File: src/rtl/prf_write_arbiter.sv
// prf_write_arbiter
//   Round-robin arbiter for the single write port of physical_register_file.
//   Requester A (ALU results) and requester B (loads/immediates) compete for
//   one grant per cycle. The winning write is registered for one cycle before
//   it drives the PRF write port. Writes to register 0 are accepted but
//   dropped. Bypass hits let read-side logic see the in-flight value.
//
// Ports
//   clk, arst_n              clock, asynchronous active-low reset
//   hold                     stall; blocks new acceptances only
//   a_valid/a_dir/a_data     requester A write request
//   a_ready                  A accepted this cycle (combinational)
//   b_valid/b_dir/b_data     requester B write request
//   b_ready                  B accepted this cycle (combinational)
//   write_en/dir/data        registered PRF write port drive
//   read_dir1, read_dir2     PRF read addresses, used for bypass compare
//   byp_hit1, byp_hit2       read port N must take byp_data
//   byp_data                 in-flight write data (equals write_data)
//   last_grant               most recent acceptance: 0 = A, 1 = B
module prf_write_arbiter #(
  parameter int DIR_WIDTH  = 5,
  parameter int DATA_WIDTH = 32
) (
  input  logic                  clk,
  input  logic                  arst_n,
  input  logic                  hold,
  input  logic                  a_valid,
  input  logic [DIR_WIDTH-1:0]  a_dir,
  input  logic [DATA_WIDTH-1:0] a_data,
  output logic                  a_ready,
  input  logic                  b_valid,
  input  logic [DIR_WIDTH-1:0]  b_dir,
  input  logic [DATA_WIDTH-1:0] b_data,
  output logic                  b_ready,
  output logic                  write_en,
  output logic [DIR_WIDTH-1:0]  write_dir,
  output logic [DATA_WIDTH-1:0] write_data,
  input  logic [DIR_WIDTH-1:0]  read_dir1,
  input  logic [DIR_WIDTH-1:0]  read_dir2,
  output logic                  byp_hit1,
  output logic                  byp_hit2,
  output logic [DATA_WIDTH-1:0] byp_data,
  output logic                  last_grant
);

  // prio_q: 0 favours A, 1 favours B.
  logic                  prio_q, prio_d;
  logic                  last_grant_q, last_grant_d;
  logic                  write_en_q, write_en_d;
  logic [DIR_WIDTH-1:0]  write_dir_q, write_dir_d;
  logic [DATA_WIDTH-1:0] write_data_q, write_data_d;

  logic grant_a, grant_b, xfer;
  logic [DIR_WIDTH-1:0]  sel_dir;
  logic [DATA_WIDTH-1:0] sel_data;

  // Grant: a lone requester always wins; on a tie the prio requester wins.
  assign grant_a = !hold && a_valid && (!b_valid || !prio_q);
  assign grant_b = !hold && b_valid && (!a_valid ||  prio_q);
  assign xfer    = grant_a || grant_b;
  assign a_ready = grant_a;
  assign b_ready = grant_b;

  assign sel_dir  = grant_b ? b_dir  : a_dir;
  assign sel_data = grant_b ? b_data : a_data;

  always_comb begin
    prio_d       = prio_q;
    last_grant_d = last_grant_q;
    write_dir_d  = write_dir_q;
    write_data_d = write_data_q;
    // write_en is a one-cycle pulse per accepted write; register 0 is dropped.
    write_en_d   = xfer && (sel_dir != '0);
    if (xfer) begin
      // The winner moves to lowest priority, even if it was alone.
      prio_d       = !grant_b;
      last_grant_d = grant_b;
      write_dir_d  = sel_dir;
      write_data_d = sel_data;
    end
  end

  // ---- registered write stage ----
  always_ff @(posedge clk or negedge arst_n) begin
    if (!arst_n) begin
      prio_q       <= 1'b0;
      last_grant_q <= 1'b0;
      write_en_q   <= 1'b0;
      write_dir_q  <= '0;
      write_data_q <= '0;
    end else begin
      prio_q       <= prio_d;
      last_grant_q <= last_grant_d;
      write_en_q   <= write_en_d;
      write_dir_q  <= write_dir_d;
      write_data_q <= write_data_d;
    end
  end

  assign write_en   = write_en_q;
  assign write_dir  = write_dir_q;
  assign write_data = write_data_q;
  assign last_grant = last_grant_q;

  // Bypass from the registered stage; register 0 never hits.
  assign byp_hit1 = write_en_q && (write_dir_q == read_dir1) && (read_dir1 != '0);
  assign byp_hit2 = write_en_q && (write_dir_q == read_dir2) && (read_dir2 != '0);
  assign byp_data = write_data_q;

endmodule

File: config.mk
export PLATFORM = sky130hd
export DESIGN_NAME = prf_write_arbiter
export DESIGN_NICKNAME = d
export VERILOG_FILES = /design/src/rtl/prf_write_arbiter.sv
export SDC_FILE = /design/constraint.sdc
export NUM_CORES = 1
export LEC_CHECK = 0
export CAP_MARGIN = 20
export CORE_MARGIN = 2
export CORE_UTILIZATION = 35
export DETAILED_ROUTE_END_ITERATION = 7
export PLACE_DENSITY_LB_ADDON = 0.25
export RECOVER_POWER = 25
export SLEW_MARGIN = 30
export SYNTH_ARGS = -nofsm -noshare
export SYNTH_HDL_FRONTEND = slang
export SYNTH_SLANG_ARGS = --single-unit
File: constraint.sdc
create_clock -name clk -period 1.6 [get_ports clk]
set_input_delay 0.4 -clock clk [delete_from_list [all_inputs] [get_ports clk]]
set_output_delay 0.4 -clock clk [all_outputs]
set_load 0.1 [all_outputs]
==> results.toml <==
[setup_path]
cpLargestDelayFamily = "buffers and inverters"
slowest_stage = "clkdlybuf4s50_1"
cp_num_buf_inv = 2
crit_path_start_kind = "primary input"
required_ns = 1.20
crit_chain = "clkdlybuf4s50_1 -> or2_4 -> o21ai_1 -> and4_4 -> buf_12"
worstSetupPathType = "primary input to primary output"
r2r-end = "byp_data[25]"
slowest_delay_ns = 0.41
r2r_start = "prio_q"
reg2reg_slack_ns = 0.09
endpoint_kind = "primary output"
path_max_fanout = 2
crit_arrival_ns = 1.56
r2r_cells = 5

[global_route]
groute.usage.overall = 0.2243
grt_pass1_wl_um = 12660
grtUsageMet3 = 0.05242
busiest_layer = "met2"
first_global_vias = 2544
grt_max_degree = 41
grt_antenna_before_repair = 0
grtUsageMet2 = 0.4095
grtUsageMet1 = 0.2536
gr-total-overflow = 0

[yosys]
synth_seq_cells = 40
synthFlopType = "dfrtp_1"
yosys_warnings = 0
postSynthAreaPerCell_sq_um = 10.55
yosysTopAreaCell = "dfrtp_1"
synth_nets = 301
ys_seq_area_frac = 0.4477
synth-async-reset-ratio = 1.000
ys_top_cells_by_area = "dfrtp_1 45%, a221o_1 14%, buf_4 11%"
synth_edf_count = 0
yosysUniqueCellTypes = 28
syn_area_sq_um = 2236
netlist_instances = 212
yosys.area.top_type_share = 0.4477

[sta]
finClkSkew_ns = 0.007220
finalSetupViolations = 3
fin_crit_ns = 1.958
rsz0062_at_grt = "yes"
tightest_slew_ns = 0.9612
max_freq_mhz = 510.6
setup_ws_ns = -0.3583
period_share = 1.224
relSlewSlack = 0.3592
drv_slew = 0
final-hold-violation-count = 0

[power]
pwr-share-seq = 0.223
clkPwrFrac = 0.169
pwr_density_cell_nw_per_um2 = 1388
cellInternalPower_mw = 3.526
p_leak_nw = 2.149
comb_power_share = 0.608
switching_share = 0.4798
max-vdd-ir-drop_mv = 0.9831
p_sw_mw = 3.252

[floorplanning]
fp.dieH_um = 83.93
coreArea_sq_um = 6277
die_w_um = 83.93
ios = 164
die_area_sq_um = 7043
num_rows = 29
initial_core_util = 0.3562

[hold_path]
hold_path.class = "primary input to async pin"

[clock_network]
cts_buffers = 5
cts_buffer_depth = 2
holdBufCountCts = 0
clock_latency_ns = 0.29
path_clk_slew_ns = 0.08
cts_tree = "yes"
root_buffer = "clkbuf_8"
cts_num_sinks = 40
htreeDepth = 2

[detailed_routing]
routed_wl_um = 7814
vias_per_cell = 5.313
via_count = 2343
drtIter0Drc = 90
dr.pass1.iters = 4
wl_per_cell_um = 17.72
postRouteAntennaNets = 0
drcViolationCount = 0

[finish]
n_antenna_cell = 0
syn_to_final_growth_pct = 118.5
final_cell_mix = "77 x clkdlybuf4s50_1, 77 x buf_12, 35 x dfrtp_2, 31 x and3_1, 31 x a221o_1"
final_nets = 452
drive_gt1_frac = 0.4643
final_core_util = 0.7782

[outcome]
status = "finished with violations"
violations = "negative setup slack"

[placed_design]
portBuffers = 163
dp_worst_setup_slack_ns = -0.4375
dp_hpwl_um = 5864
place_congestion = 0.8418

[flow_run]
maxCapViolCount = 0
through the flow:
stage / total power [mW] / area, sq um / cells / TNS, ns / hold WS [ns]
finish: 6.778 / 4885 / 441 / -0.7354 / 0.3317
global route: 6.957 / 4885 / 441 / -0.8709 / 0.4400
CTS: 6.794 / 4850 / 438 / -0.8043 / 0.06662
detailed placement: 5.624 / 4636 / 425 / -11.16 / 0.3863
global placement: 5.581 / 4636 / 425 / -9.893 / 0.3886
floorplan: 4.018 / 2320 / 212 / -0.5431 / 0.1044
logic make-up after synthesis:
kind of cell           Yosys count  synth area share
buffers and inverters           49            0.1584
AO/OA/AOI/OAI                   51            0.1936
XOR/XNOR                         8           0.03134
flip-flops                      40            0.4477
AND/OR/NAND/NOR                 64            0.1690
synth_stat cells, types with 2 or more instances:
library cell / count
o21ai_0: 10
nand2_1: 4
or2_2: 2
nand2b_1: 2
buf_6: 6
a221o_1: 31
buf_2: 4
inv_1: 2
nand3_1: 6
xor2_1: 6
buf_4: 32
and3_1: 31
dfrtp_1: 40
nor3_1: 3
nor2_1: 7
nor4_1: 3
a31oi_1: 6
xnor2_1: 2
and4_1: 2
clkbuf_1: 5
final cells by class:
| class | instances | area, sq um |
|---|---|---|
| timing repair buffer | 191 | 2610 |
| fill | 389 | 1393 |
| clock buffer | 5 | 68.82 |
| multi-input combinational | 123 | 952.2 |
| sequential | 40 | 1056 |
| inverter | 2 | 11.26 |
| clock inverter | 3 | 90.09 |
| tap | 77 | 96.34 |
registers in the layout (all words and copies together), names as in the netlist:
| signal | count |
|---|---|
| write_dir | 5 |
| prio_q | 1 |
| last_grant | 1 |
| write_en | 1 |
| byp_data | 32 |
worst max-delay path by stage:
stage,start,endpoint,depth (start not counted)
4_1_cts,write_dir[3],byp_hit2,4
3_3_place_gp,read_dir1[3],byp_hit1,5
6_report,read_dir1[4],byp_hit1,5
3_5_place_dp,read_dir1[3],byp_hit1,5
2_1_floorplan,write_dir[4],byp_hit1,3
5_1_grt,write_dir[2],byp_hit1,4
power by group through the flow:
stage,clock (mW),combinational [mW],sequential (mW)
6_report,1.15,4.12,1.51
5_1_grt,1.19,4.22,1.54
4_1_cts,1.16,4.12,1.51
3_5_place_dp,0,4.10,1.53
3_3_place_gp,0,4.06,1.52
2_1_floorplan,0,1.53,2.48
what timing repair did:
action,4_1_cts,5_1_grt
setup buffers,5,3
endpoints found under the hold margin,0,0
setup endpoints to repair,4,6
resized for setup,15,8
pin swaps,7,2
metal layers:
metal | up-vias | part of all wire
met5 | - | 0
met4 | 0 | 0.025
met3 | 14 | 0.075
met2 | 133 | 0.52
met1 | 1130 | 0.38
li1 | 1066 | -
Note: power is estimated with default switching activity, not from simulation.
